[src/rtl/dmem_access_ctrl.sv]
// Data-memory access controller: turns MEM-stage load/store requests into a
// single-beat cache request/response handshake with alignment and timeout checks.
module dmem_access_ctrl #(
  parameter int unsigned TIMEOUT = 255
) (
  input  logic        clock,
  input  logic        reset,
  input  logic        mem_read,
  input  logic        mem_write,
  input  logic [2:0]  funct3,
  input  logic [31:0] addr,
  input  logic [31:0] wdata,
  output logic        stall,
  output logic [31:0] rdata,
  output logic        done,
  output logic        misaligned,
  output logic        bus_err,
  output logic        c_req_valid,
  input  logic        c_req_ready,
  output logic        c_req_we,
  output logic [31:0] c_req_addr,
  output logic [3:0]  c_req_be,
  output logic [31:0] c_req_wdata,
  input  logic        c_resp_valid,
  input  logic [31:0] c_resp_data
);

  typedef enum logic [1:0] {IDLE, REQ, WAIT, DONE} state_e;

  // The counter is compared before its increment lands, so firing at
  // TIMEOUT-2 means the incremented count reaches TIMEOUT-1 in that cycle.
  localparam logic [7:0] CNT_LAST = 8'(TIMEOUT - 2);

  state_e      state_q, state_d;
  logic        we_q, we_d;
  logic [2:0]  f3_q, f3_d;
  logic [1:0]  off_q, off_d;
  logic [31:0] waddr_q, waddr_d;
  logic [3:0]  be_q, be_d;
  logic [31:0] lane_q, lane_d;
  logic [31:0] rdata_q, rdata_d;
  logic [7:0]  cnt_q, cnt_d;
  logic        err_q, err_d;

  logic        req;
  logic        is_half;
  logic        is_word;
  logic        aligned;
  logic [3:0]  be_new;
  logic [31:0] lane_new;
  logic        timeout_hit;

  function automatic logic [31:0] load_ext(input logic [2:0]  f3,
                                           input logic [1:0]  off,
                                           input logic [31:0] word);
    logic [7:0]  b;
    logic [15:0] h;
    b = word[{off, 3'b000} +: 8];
    h = off[1] ? word[31:16] : word[15:0];
    case (f3)
      3'b000:  return {{24{b[7]}}, b};
      3'b001:  return {{16{h[15]}}, h};
      3'b100:  return {24'd0, b};
      3'b101:  return {16'd0, h};
      default: return word;
    endcase
  endfunction

  assign req         = mem_read | mem_write;
  assign is_word     = funct3[1];
  assign is_half     = (funct3[1:0] == 2'b01);
  assign aligned     = is_word ? (addr[1:0] == 2'b00) : (is_half ? ~addr[0] : 1'b1);
  assign timeout_hit = (cnt_q >= CNT_LAST);

  always_comb begin
    if (is_word) begin
      be_new   = 4'b1111;
      lane_new = wdata;
    end else if (is_half) begin
      be_new   = addr[1] ? 4'b1100 : 4'b0011;
      lane_new = {2{wdata[15:0]}};
    end else begin
      be_new   = 4'b0001 << addr[1:0];
      lane_new = {4{wdata[7:0]}};
    end
  end

  // NOTE: every signal driven here gets a default first so no path leaves it
  // unassigned; that is what keeps this block free of inferred latches.
  always_comb begin
    state_d     = state_q;
    we_d        = we_q;
    f3_d        = f3_q;
    off_d       = off_q;
    waddr_d     = waddr_q;
    be_d        = be_q;
    lane_d      = lane_q;
    rdata_d     = rdata_q;
    cnt_d       = cnt_q;
    err_d       = 1'b0;
    stall       = 1'b0;
    misaligned  = 1'b0;
    c_req_valid = 1'b0;
    done        = 1'b0;

    case (state_q)
      IDLE: begin
        if (req) begin
          if (aligned) begin
            stall   = 1'b1;
            we_d    = mem_write;
            f3_d    = funct3;
            off_d   = addr[1:0];
            waddr_d = {addr[31:2], 2'b00};
            be_d    = be_new;
            lane_d  = lane_new;
            cnt_d   = 8'd0;
            state_d = REQ;
          end else begin
            misaligned = 1'b1;
          end
        end
      end
      REQ: begin
        stall       = 1'b1;
        c_req_valid = 1'b1;
        cnt_d       = cnt_q + 8'd1;
        if (c_req_ready) begin
          state_d = WAIT;
        end else if (timeout_hit) begin
          err_d   = 1'b1;
          rdata_d = 32'd0;
          state_d = DONE;
        end
      end
      WAIT: begin
        stall = 1'b1;
        cnt_d = cnt_q + 8'd1;
        if (c_resp_valid) begin
          if (!we_q) rdata_d = load_ext(f3_q, off_q, c_resp_data);
          state_d = DONE;
        end else if (timeout_hit) begin
          err_d   = 1'b1;
          rdata_d = 32'd0;
          state_d = DONE;
        end
      end
      DONE: begin
        done    = 1'b1;
        state_d = IDLE;
      end
      default: state_d = IDLE;
    endcase
  end

  // NOTE: sequential state uses non-blocking assignments so every register
  // samples the pre-edge values regardless of statement order.
  always_ff @(posedge clock) begin
    if (reset) begin
      state_q <= IDLE;
      we_q    <= 1'b0;
      f3_q    <= 3'd0;
      off_q   <= 2'd0;
      waddr_q <= 32'd0;
      be_q    <= 4'd0;
      lane_q  <= 32'd0;
      rdata_q <= 32'd0;
      cnt_q   <= 8'd0;
      err_q   <= 1'b0;
    end else begin
      state_q <= state_d;
      we_q    <= we_d;
      f3_q    <= f3_d;
      off_q   <= off_d;
      waddr_q <= waddr_d;
      be_q    <= be_d;
      lane_q  <= lane_d;
      rdata_q <= rdata_d;
      cnt_q   <= cnt_d;
      err_q   <= err_d;
    end
  end

  assign rdata       = rdata_q;
  assign bus_err     = err_q;
  assign c_req_we    = we_q;
  assign c_req_addr  = waddr_q;
  assign c_req_be    = be_q;
  assign c_req_wdata = lane_q;

endmodule

[config.mk]
export PLATFORM = sky130hd
export DESIGN_NAME = dmem_access_ctrl
export DESIGN_NICKNAME = d
export VERILOG_FILES = /design/src/rtl/dmem_access_ctrl.sv
export SDC_FILE = /design/constraint.sdc
export NUM_CORES = 1
export LEC_CHECK = 0
export CAP_MARGIN = 20
export CORE_MARGIN = 1.5
export CORE_UTILIZATION = 44
export CTS_CLUSTER_SIZE = 40
export DETAILED_ROUTE_END_ITERATION = 7
export PLACE_DENSITY = 0.87
export SETUP_SLACK_MARGIN = 0.02
export SLEW_MARGIN = 40
export SYNTH_ARGS = -nofsm -noshare
export SYNTH_HDL_FRONTEND = slang
export SYNTH_SLANG_ARGS = --single-unit
export TNS_END_PERCENT = 30
[constraint.sdc]
create_clock -name clock -period 2.4 [get_ports clock]
set_input_delay 0.48 -clock clock [delete_from_list [all_inputs] [get_ports clock]]
set_output_delay 0.48 -clock clock [all_outputs]
set_load 0.02 [all_outputs]
## After elaboration in Yosys (flattened, before gate mapping)

Index checks and enable logic that the tools add are counted.

- Register bits after elaboration: 115
- Input bits: 105
- Output and inout port bits: 106
- Logic and storage cells: 72

- $add $sub $neg: 1
- Magnitude comparators: 1
- Equal/unequal tests: 11
- Shift-type cells: 2
- Multiplexer cells: 35
- Bitwise logic cells: 2
- Reduce and logical (&&, ||, !) cells: 10

Operator list:

| cell | count |
|---|---|
| $mux 32 | 6 |
| $pmux 32 s4 | 1 |
| $pmux 32 s2 | 1 |
| $shiftx 32x6->8 | 1 |
| $mux 16 | 1 |
| $mux 8 | 2 |
| $pmux 8 s2 | 1 |
| $mux 1 | 12 |
| $mux 4 | 3 |
| $mux 2 | 5 |
| $reduce_and 3->1 | 3 |
| $add 8x1->8 const B | 1 |
| $ge 8x8->1 const B | 1 |
| $pmux 2 s4 | 1 |
| $eq 3x3->1 const B | 2 |
| $ne 2x2->1 const B | 3 |
| $eq 2x1->1 const B | 2 |
| $eq 2x2->1 const B | 2 |
| $logic_not 2->1 | 2 |
| $pmux 1 s2 | 2 |
| $reduce_bool 2->1 | 2 |
| $shl 1x2->4 const A | 1 |
| $eq 3x1->1 const B | 1 |
| $logic_not 3->1 | 1 |
| other kinds (5) | 5 |

## Depth between registers and ports, before layout

- Depth in word-level cells: 6
- Depth in mapped cells: 8
- Depth with buffers taken out: 6

## Worst setup path after synthesis

Ideal clock, no wire load.

- Path kind: input to output
- Start: in funct3[1]
- End: out stall
- Data arrival time: 1.609 ns
- Data required time: 1.920 ns
- Setup slack: 0.311 ns
- Stages on the path: 7
- Buffers on the path: 3
- Path through: buf_6 o21ai_4 and3_1 buf_2 buf_2 nor2_1 nor2_1

- Cells in the longest elaborated chain, start to end: 6

Ends and longest elaborated chain:

| item | RTL line | text |
|---|---|---|
| start: declaration | 10 | `input logic [2:0] funct3,` |
| $eq 2x1->1 | 71 | `assign is_half = (funct3[1:0] == 2'b01);` |
| $mux 1 | 72 | `assign aligned = is_word ? (addr[1:0] == 2'b00) : (is_half ? ~addr[0] : 1'b1);` |
| $mux 1 * | 72 |  |
| $mux 1 * | 109 | `if (aligned) begin` |
| $mux 1 * | 108 | `if (req) begin` |
| $pmux 1 s2 * | 106 | `case (state_q)` |
| end: declaration | 13 | `output logic stall,` |

Every way passes the cells marked *; elsewhere a longest branch is shown, timed or not.

## Final worst setup path

- Start: reg state_q[1]
- End: out c_req_valid

- Cells in the longest elaborated chain, start to end: 2

Ends and longest elaborated chain:

| item | RTL line | text |
|---|---|---|
| start: declaration | 34 | `state_e state_q, state_d;` |
| start signal: assignment | 171 | `state_q <= state_d;` |
| $eq 2x1->1 | 106 |  |
| $mux 1 | 106 |  |
| end: declaration | 18 | `output logic c_req_valid,` |

No other way between the ends.

==> results.toml <==
[run_status]
outcome = "finished, violations left"
failed_checks = "DRC"

[logic_synthesis]
ys_async_sr_fraction_pct = 0
synth_edf_count = 0
synthTopCellsByCount = "nand2_1, dfxtp_1, a21oi_1, nor2_1, o21ai_0"
synth_top_area_share_pct = 43.9
ys_ff_latch = 115
synth_area_um2 = 5240
synth_cell_types = 58
syn_avg_cell_area_um2 = 8.55
yosysTopAreaCell = "dfxtp_1"
ys.flop_type = "dfxtp_1"
seq_area_frac_synth_pct = 43.9
yosysMostFrequentCell = "nand2_1"
synth.area.top_cells = "dfxtp_1, nand2_1, a21oi_1"
yosysWarnings = 0
synth_cells = 613

[floorplan]
chipHeight_um = 112
ios = 211
start_util_pct = 45.5
die-area_um2 = 12600
die_x_um = 112
core-area_um2 = 11500
rows = 39

[min_path]
hold_path.class = "reg2reg"
hold_depth = 2
holdPathEnd = "c_req_wdata[12]"
min_from = "c_req_wdata[12]"

[timing]
final_max_slew_viol_count = 0
fmax_mhz = 446
setup_viol = 0
fin_crit_ns = 2.24
finClkSkew_ns = 0.00724
rsz0062_at_grt = "no"
worst_pin_slew_ns = 0.835
tns_ns = 0
finalHoldViolCount = 0
fin_crit_sh_pct = 93.5
relSlewSlack_pct = 44.3

[placement]
portBuffers = 208
dpl.hpwl_um = 11700
placed_cell_area_um2 = 7430
gp_congestion = 0.914

[detailed_routing]
wire_per_inst_um = 17.4
drc = 7
drt-total-wl_um = 16800
ant_nets = 0
drt_iter0_markers = 425
dr.pass1.iters = 7
vias = 5451
avgViaCountPerCell = 5.66

[final_layout]
n_antenna_cell = 0
regArea_um2 = 2300
multi_input_area_um2 = 2670
fin_nets = 920
fillers = 880
finalInstanceArea_um2 = 8000
final_layout_size_suffix_gt1_share_pct = 9.02
area_growth_pct = 52.7

[clocking]
clock_path_buffers = 2
clock-sinks = 115
numCtsBuffers = 17
cts_root_buf = "clkbuf_16"
clk_pin_slew_ns = 0.05
clk_latency_ns = 0.42
tritoncts = "yes"
htree_levels = 4

[worst_setup_path]
path_class = "reg2out"
timing.critical_path.fanout_max = 6
startpoint_type = "flop"
rrSetupSlack_ns = 0.26
crit-reg2reg-launch = "state_q[0]"
endpoint_kind = "output pin"
reg2reg_depth = 6
required_ns = 1.92
worstPathArrival_ns = 1.76
r2r-end = "c_req_wdata[27]"

[global_routing]
grt_use_total_pct = 26.5
antenna_found_initial = 1
overflow = 0
grt_pass1_vias = 5402
grt_max_degree = 83
grt_pass1_wl_um = 26600

[power_and_ir_drop]
power_density_nw_per_um2 = 700
p_leak_nw = 2.88
fin_total_pwr_mw = 5.60
ir_worst_vdd_mv = 0.582

[job]
drv_cap = 0
[timing repair]
item	4_1_cts	5_1_grt
setup buffers	0	0
resized for setup	4	3
endpoints found under the setup margin	2	2
hold buffers	0	0
[layout by cell type, fill, tap and decap left out, types with 2 or more instances in the layout]
cell,netlist,layout
a211oi_1,11,11
ha_1,8,6
a22o_1,17,17
o2bb2ai_1,9,8
o21ai_0,24,24
ha_2,0,2
dlygate4sd2_1,0,2
buf_12,0,3
clkbuf_16,0,17
buf_4,3,14
a311oi_1,2,2
inv_1,8,8
nor3_1,3,3
o21ai_1,11,11
nand3_1,5,4
clkinvlp_4,0,6
o31ai_1,5,5
clkinv_2,0,5
nor3b_1,7,7
a21oi_1,72,72
mux2_2,9,9
mux2i_1,17,17
nand2b_1,3,3
or4_1,5,5
o211ai_1,16,16
nand2_1,133,133
nor2_1,28,28
a32o_1,7,7
a21boi_1,8,8
dfxtp_1,115,115
a311o_1,7,7
conb_1,1,2
bufinv_16,0,2
nor2b_1,2,2
clkdlybuf4s50_1,0,204
[kinds of logic after synthesis]
kind of cell / share of synthesized area [%]
AO/OA/AOI/OAI: 26.4
AND/OR/NAND/NOR: 16.1
flip-flops: 43.9
buffers and inverters: 5.51
multiplexers: 6.04
adder cells (fa/ha/maj): 1.91
other: 0.0715
[stage by stage]
| stage | utilization, % | cells | hold slack [ns] | setup slack (ns) |
|---|---|---|---|---|
| CTS | 69.5 | 963 | 0.454 | 0.0593 |
| floorplan | - | 614 | 0.444 | 0.311 |
| finish | 69.5 | 963 | 0.454 | 0.156 |
| global placement | 64.6 | 931 | 0.439 | -0.251 |
| global route | 69.5 | 963 | 0.473 | 0.0824 |
| detailed placement | 64.6 | 931 | 0.446 | -0.303 |
[per-layer routing]
metal  vias up  global-route usage (%)  share of wire (%)
li1       2568                       -                  -
met1      2605                    30.0                 39
met2       224                    43.9                 49
met3        52                    9.50                8.0
met4         2                    14.6                3.6
met5         -                       0              0.060
[registers in the layout (all words and copies together) (netlist names)]
signal,flops
c_req_wdata,32
rdata,32
c_req_addr,30
cnt_q,8
c_req_be,4
f3_q,3
off_q,2
state_q,2
bus_err,1
c_req_we,1
[area by class of cell]
class	instances	area share [%]
Multi-Input combinational cell	437	33.4
Sequential cell	115	28.8
Clock inverter	14	1.74
Clock buffer	18	5.36
Timing Repair Buffer	226	28.1
Tap cell	143	2.24
Inverter	10	0.469
[critical path, cell delays in order, from the launching register on]
cell and delay, ns:
dfxtp_1 0.36, inv_1 0.12, ha_2 0.26, clkdlybuf4s50_1 0.62
[where the power goes]
| part | internal, mW | leakage, nW | switching (mW) |
|---|---|---|---|
| registers | 2.02 | 0.938 | 0.0682 |
| clock network | 1.51 | 0.264 | 0.894 |
| logic | 0.523 | 1.68 | 0.590 |
[worst max path at each step]
stage | start | to | slack (ns) | cells after the start
floorplan | funct3[1] | stall | 0.31 | 7
global placement | funct3[1] | stall | -0.25 | 6
detailed placement | funct3[1] | stall | -0.30 | 6
CTS | mem_write | stall | 0.06 | 6
global route | state_q[1] | c_req_valid | 0.08 | 3
finish | state_q[1] | c_req_valid | 0.16 | 3
(Power assumes the default switching activity.)
